<file path="src/rtl/spi_controller_byte.sv">
// spi_controller_byte: SPI mode-0 initiator byte engine.
// One byte each way per transfer, MSB first; CS held across non-last bytes.
module spi_controller_byte #(
  parameter int HALF_PERIOD = 4
) (
  input  logic       clk_sys_i,
  input  logic       reset_i,
  input  logic       start_i,
  input  logic [7:0] tx_byte_i,
  input  logic       last_i,
  output logic       ready_o,
  output logic       busy_o,
  output logic [7:0] rx_byte_o,
  output logic       rx_valid_o,
  output logic       spi_sclk_o,
  output logic       spi_cs_no,
  output logic       spi_tx_o,
  input  logic       spi_rx_i
);

  localparam int DW =
    (HALF_PERIOD > 2) ? $clog2(HALF_PERIOD) : 1;
  localparam logic [DW-1:0] DIV_TOP =
    DW'(HALF_PERIOD - 1);

  typedef enum logic [2:0] {
    IDLE,
    LOW,
    HIGH,
    WAIT,
    HOLD,
    DESEL
  } state_t;

  state_t        state_q;
  logic [DW-1:0] div_q;
  logic [2:0]    bit_q;
  logic [7:0]    tx_sh_q;
  logic [7:0]    rx_sh_q;
  logic [7:0]    rx_byte_q;
  logic          last_q;
  logic          rx_valid_q;
  logic          sclk_q;
  logic          cs_n_q;
  logic          tx_q;

  logic accept;
  logic phase_end;

  assign ready_o   = (state_q == IDLE) ||
                     (state_q == WAIT);
  assign busy_o    = (state_q != IDLE);
  assign accept    = start_i && ready_o;
  assign phase_end = (div_q == '0);

  assign rx_byte_o  = rx_byte_q;
  assign rx_valid_o = rx_valid_q;
  assign spi_sclk_o = sclk_q;
  assign spi_cs_no  = cs_n_q;
  assign spi_tx_o   = tx_q;

  always_ff @(posedge clk_sys_i or posedge reset_i) begin
    if (reset_i) begin
      state_q    <= IDLE;
      div_q      <= '0;
      bit_q      <= '0;
      tx_sh_q    <= '0;
      rx_sh_q    <= '0;
      rx_byte_q  <= '0;
      last_q     <= 1'b0;
      rx_valid_q <= 1'b0;
      sclk_q     <= 1'b0;
      cs_n_q     <= 1'b1;
      tx_q       <= 1'b0;
    end else begin
      rx_valid_q <= 1'b0;
      if (!phase_end) begin
        div_q <= div_q - DW'(1);
      end
      unique case (state_q)
        IDLE, WAIT: begin
          if (accept) begin
            tx_sh_q <= tx_byte_i;
            last_q  <= last_i;
            bit_q   <= 3'd7;
            cs_n_q  <= 1'b0;
            tx_q    <= tx_byte_i[7];
            div_q   <= DIV_TOP;
            state_q <= LOW;
          end
        end
        LOW: begin
          if (phase_end) begin
            sclk_q  <= 1'b1;
            rx_sh_q <= {rx_sh_q[6:0], spi_rx_i};
            div_q   <= DIV_TOP;
            state_q <= HIGH;
            // final rise completes the received byte
            if (bit_q == 3'd0) begin
              rx_byte_q  <= {rx_sh_q[6:0], spi_rx_i};
              rx_valid_q <= 1'b1;
            end
          end
        end
        HIGH: begin
          if (phase_end) begin
            sclk_q <= 1'b0;
            div_q  <= DIV_TOP;
            if (bit_q != 3'd0) begin
              bit_q   <= bit_q - 3'd1;
              tx_sh_q <= {tx_sh_q[6:0], 1'b0};
              tx_q    <= tx_sh_q[6];
              state_q <= LOW;
            end else begin
              state_q <= last_q ? HOLD : WAIT;
            end
          end
        end
        HOLD: begin
          if (phase_end) begin
            cs_n_q  <= 1'b1;
            div_q   <= DIV_TOP;
            state_q <= DESEL;
          end
        end
        DESEL: begin
          if (phase_end) begin
            state_q <= IDLE;
          end
        end
        default: begin
          state_q <= IDLE;
        end
      endcase
    end
  end

endmodule

</file>
<file path="config.mk">
export PLATFORM = sky130hd
export DESIGN_NAME = spi_controller_byte
export DESIGN_NICKNAME = d
export VERILOG_FILES = /design/src/rtl/spi_controller_byte.sv
export SDC_FILE = /design/constraint.sdc
export NUM_CORES = 1
export LEC_CHECK = 0
export ABC_CLOCK_PERIOD_IN_PS = 1760
export CAP_MARGIN = 20
export CORE_AREA = 2 2 77 79
export DETAILED_ROUTE_END_ITERATION = 7
export DIE_AREA = 0 0 79 81
export GPL_TIMING_DRIVEN = 0
export SETUP_SLACK_MARGIN = 0.3
export SLEW_MARGIN = 10
export SYNTH_ARGS = -nofsm -noshare
export SYNTH_HDL_FRONTEND = slang
export SYNTH_SLANG_ARGS = --single-unit
export TNS_END_PERCENT = 20
</file>
<file path="constraint.sdc">
create_clock -name clk_sys_i -period 1.76 [get_ports clk_sys_i]
set_input_delay 0.352 -clock clk_sys_i [delete_from_list [all_inputs] [get_ports clk_sys_i]]
set_output_delay 0.352 -clock clk_sys_i [all_outputs]
set_load 0.02 [all_outputs]
</file>
* Yosys cells after proc, flatten, opt, wreduce, memory -nomap -nowiden *
Cells that the tools add are included.

cells by class
  equality and inequality tests = 11
  multiplexer cells = 32
  reductions and logical operators = 19
  add/subtract/negate cells = 2

operators with widths
  kind                                                                    count
  3-bit 2-to-1 mux                                                        10
  7-bit 2-to-1 mux                                                        3
  3-bit one-hot mux with 5 select lines                                   1
  7-bit one-hot mux with 2 select lines                                   1
  2-bit inequality test (second input constant)                           6
  1-bit 2-to-1 mux                                                        9
  3-bit AND reduction                                                     3
  3-bit by 2-bit equality test with 1-bit output (second input constant)  2
  3-bit equality test (second input constant)                             2
  3-bit zero test                                                         2
  2-bit 2-to-1 mux                                                        3
  1-bit one-hot mux with 2 select lines                                   3
  3-bit one-hot mux with 2 select lines                                   1
  2-bit nonzero test                                                      3
  3-bit nonzero test                                                      2
  5-bit AND reduction                                                     1
  2-bit one-hot mux with 2 select lines                                   1
  2-bit AND reduction                                                     2
  4-bit AND reduction                                                     1
  3-bit by 1-bit equality test with 1-bit output (second input constant)  1
  3-bit OR reduction                                                      1
  3-bit by 1-bit subtractor with 3-bit output (second input constant)     1
  2-bit zero test                                                         1
  2-bit OR reduction                                                      1
  other kinds (3)                                                         3

word-level totals
  input port bits = 13
  word-level logic and storage cells = 75
  output and inout port bits = 14
  bits in registers = 35

* Logic depth before layout (Yosys ltp) *
  word-level depth = 5
  depth in mapped cells = 7

* Worst setup path before layout *
OpenSTA, ideal clock, no wires.

  path type = flip-flop to flip-flop
  start = register div_q[0]
  end = register bit_q[1]
  arrival time = 1.584 ns
  setup time = 0.125 ns
  stages on the path, launching flop included = 8
  setup slack = 0.051 ns
  period minus slack after synthesis = 1.709 ns
  path buffers = 2
  cells stage by stage = dfrtp_1 > inv_1 > ha_1 > clkbuf_8 > nand3_2 > a221o_1 > buf_6 > mux2_4

between the ends
  longest elaborated chain between the ends = 3

ends and longest elaborated chain
  element                          line  text
  start, declared                  36    logic [DW-1:0] div_q;
  start signal, assigned           78    div_q <= div_q - DW'(1);
  2-bit zero test                  54    assign phase_end = (div_q == '0);
  2-bit inequality test (no line)  -
  4-bit AND reduction (no line)    -
  end signal, assigned             110   bit_q <= bit_q - 3'd1;
  end, declared                    37    logic [2:0] bit_q;

Every way passes these cells.
A chain may end at the register's enable or synchronous reset.

* Final worst setup path *
  start = register state_q[0]
  end = output ready_o

between the ends
  longest elaborated chain between the ends = 2
  elaborated cells on any way between the ends = 3

ends and longest elaborated chain
  element                                                                                   line    text
  start, declared                                                                           35      state_t state_q;
  start signal, assigned                                                                    115     state_q <= last_q ? HOLD : WAIT;
  3-bit by 2-bit equality test with 1-bit output / 3-bit zero test (equally long branches)  51, 50
  1-bit logical OR (*)                                                                      50      assign ready_o = (state_q == IDLE) ||
  end, declared                                                                             11      output logic ready_o,

Mark *: on every way between the ends. The rest lies on a longest branch, timed or not.

==> metrics.md <==
| Metric | Value |
|---|---|
| Most used flip-flop cell after synthesis | dfrtp_1 |
| Logic pwr share | 0.443 |
| Post-place instance area | 2100 µm² |
| Register area | 877 µm² |
| Sequential share of power | 0.320 |
| Top-count cell post-synth | dfrtp_1 |
| # fillers | 523 |
| DR iter-0 viols | 67 |
| Vias | approximately 1200 |
| Clock network power share | 0.236 |
| R2R setup slack | 0.10 ns |
| Reg2reg start | state_q[0] |
| Max Clock Skew | 0.00481 ns |
| Pin count of the biggest net entering global routing | 36 |
| Placer Congestion | 0.782 |
| Asr flop ratio synth | 1.00 |
| Worst-skew pair later-pin latency | 0.29 ns |
| Hold buffer count at CTS | 0 |
| Vias in the first global route | 1192 |
| RSZ-0062 raised after global routing | true |
| Number of synthesized flops with an enable pin | 0 |
| Hold path cells | 4 |
| Arrival time worst endpoint | 1.32 ns |
| Reg2reg path depth | 5 |
| Avg Synthesized Cell Area | roughly 13 µm² |
| Final period utilization | 0.949 |
| Total CTS buffers | 5 |
| Status | finished, final reports clean |
| Hold path endpoint | spi_cs_no |
| Endpoints failing hold | 0 |
| GRT Util Overall | 0.113 |
| Internal | 2.59 mW |
| Clk slew on worst S/H paths | 0.08 ns |
| Area Growth Syn to Fin | 41.5% |
| Via/cell ratio | 4.54 |
| Yosys top cell area share | 0.492 |
| Fmax | about 0.6 GHz |
| Starting Density | 0.305 |
| Core ar. | 5680 µm² |
| Die Y-Extent | 81 µm |
| Die ar. | 6400 µm² |
| DPL Wire Length | approximately 2100 µm |
| GR Overflow Total | 0 |
| CTS sink cnt | 35 |
| Worst Hold Class | primary input to flip-flop |
| Hold Path Origin | start_i |
| Cell Area, Synth | ~1700 µm² |
| Ant diodes | 0 |
| Ranking of synthesized cells by area | dfrtp_1, mux2_2, mux2_4, ha_1, nand2_1 |
| I/O pin count | 27 |
| TritonCTS clock tree | yes |
| Max_slew headroom | 0.516 |
| Yosys Warn Count | 0 |
| Power density cells | 1510 nW/µm² |
| H-tree depth | 2 |
| Clk root buf | clkbuf_8 |
| Nets | 207 |
| Peak supply drop | just under 600 µV |
| Switch Pwr | 1.11 mW |
| Synth area leader | dfrtp_1 |
| Max Root-Sink Buffers | 2 |
| Crit path max fanout | 4 |
| IO buf count | 26 |
| Post-route minimum period | 1.67 ns |
| Total Wirelength | 3340 µm |
| FP Rows | 28 |
| Critical path required time | ~1.4 ns |
| Endpoints failing setup | 0 |
| R2r endpoint | tx_sh_q[6] |
| Most frequent cells after synthesis | dfrtp_1, mux2_2, nand2_1 |
| CP Capture Type | output pin |
| Cell variety after synth | 36 |
| Drt wl/cell | ~13 µm |
| Crit path launch type | flip-flop |
| Die width | 79 µm |
| Slew @ Worst Pin | 0.725 ns |
| Synth Net Count | 156 |
| Final worst setup slack | approximately 0.090 ns |
| Sw Ratio | 0.299 |
| Pleak | between 1 and 1.5 nW |
| Synth Register Bits | 35 |
| Drt pass-1 iters | 4 |
| Post-Synthesis Cells | 138 |
| Dpl ws | -0.255 ns |
| Area of the multi-input gates | 832 µm² |
| Max Cap Viol | 0 |
| Global-route wire length before repair | 5480 µm |
| Initial antenna violation count | 0 |
| Sequential cell area fraction in the yosys report | 0.507 |
| DRC | 0 |
| Final slew viol count | 0 |
| Share of layout cells above drive strength 1 | 0.442 |
| Worst setup path class | flip-flop to output pin |
| Design Area, Final | 2450 µm² |
| Antenna-violating nets left | 0 |
-- critical path, cell delays in order (launching register included) --
cell and delay (ns):
dfrtp_1 0.41, buf_6 0.14, xnor2_2 0.16, nor2b_2 0.17
buf_4 0.15
-- through the flow --
stage	util	power (mW)	instances	setup TNS, ns	hold slack [ns]
5_1_grt	0.431	3.93	265	0	0.505
2_1_floorplan	-	2.16	138	0	0.454
3_3_place_gp	0.370	2.45	239	-10.22	0.459
6_report	0.431	3.70	265	0	0.484
4_1_cts	0.417	3.61	259	0	0.496
3_5_place_dp	0.370	2.47	239	-2.63	0.482
-- how the worst max path moves through the flow --
stage,start,to,slack (ns),cells after the start
floorplan,div_q[1],bit_q[1],0.12,7
global route,state_q[0],ready_o,0.02,4
global placement,start_i,spi_tx_o,-0.24,5
finish,state_q[0],ready_o,0.09,4
CTS,div_q[0],spi_tx_o,0.05,7
detailed placement,start_i,tx_sh_q[0],-0.25,5
-- power by group through the flow --
stage / Combinational (mW) / Clock, mW / Sequential [mW]
finish: 1.64 / 0.874 / 1.18
CTS: 1.53 / 0.898 / 1.18
detailed placement: 1.26 / 0 / 1.20
global route: 1.79 / 0.932 / 1.21
global placement: 1.24 / 0 / 1.21
floorplan: 0.974 / 0 / 1.19
-- flip-flops by register name (all words and copies together), names as in the netlist --
register	count
bit_q	3
div_q	2
last_q	1
rx_byte_o	8
rx_sh_q	7
rx_valid_o	1
spi_cs_no	1
spi_sclk_o	1
spi_tx_o	1
state_q	3
tx_sh_q	7
-- routing by layer --
metal  wire [µm]  vias up  track usage
li1            -      581            -
met2        1690       21        0.184
met3         119        5       0.0344
met1        1460      596        0.133
met4          74        0       0.0655
met5           0        -            0
-- area by class of cell --
type / instances / share of cell area
plain buffers: 8 / 0.0342
clock buffers: 5 / 0.0281
clock inverters: 3 / 0.0276
inverters: 8 / 0.0123
multi-input cells: 87 / 0.340
flip-flops and latches: 35 / 0.358
well taps: 75 / 0.0383
repair buffers: 44 / 0.161
-- cells in the final DEF (no fill, tap or decap), types with 2 or more instances in the layout --
cell / n
mux2_1: 3
clkbuf_8: 5
a2bb2oi_1: 3
buf_6: 6
nand2_1: 11
nor2_1: 6
ha_1: 3
ha_4: 2
inv_2: 5
mux2_4: 8
buf_4: 18
dfrtp_1: 34
buf_8: 2
mux2_2: 21
o21ai_0: 4
bufinv_16: 2
inv_1: 3
clkdlybuf4s50_1: 22
a21oi_1: 5
-- what timing repair did --
item / CTS / global route
resized for setup: 27 / 11
gates cloned: 1 / 0
buffers inserted: 11 / 6
pin swaps: 3 / 1
endpoints found under the setup margin: 44 / 47
-- cell families after synthesis --
logic type,count (synthesis),synth area share
fa+ha+maj,5,0.0362
mux,33,0.231
compound gates,17,0.0694
xor+xnor,1,0.00506
simple gates,31,0.0983
flops,35,0.507
buf+inv,16,0.0528
Note: power is estimated with default switching activity, not from simulation.
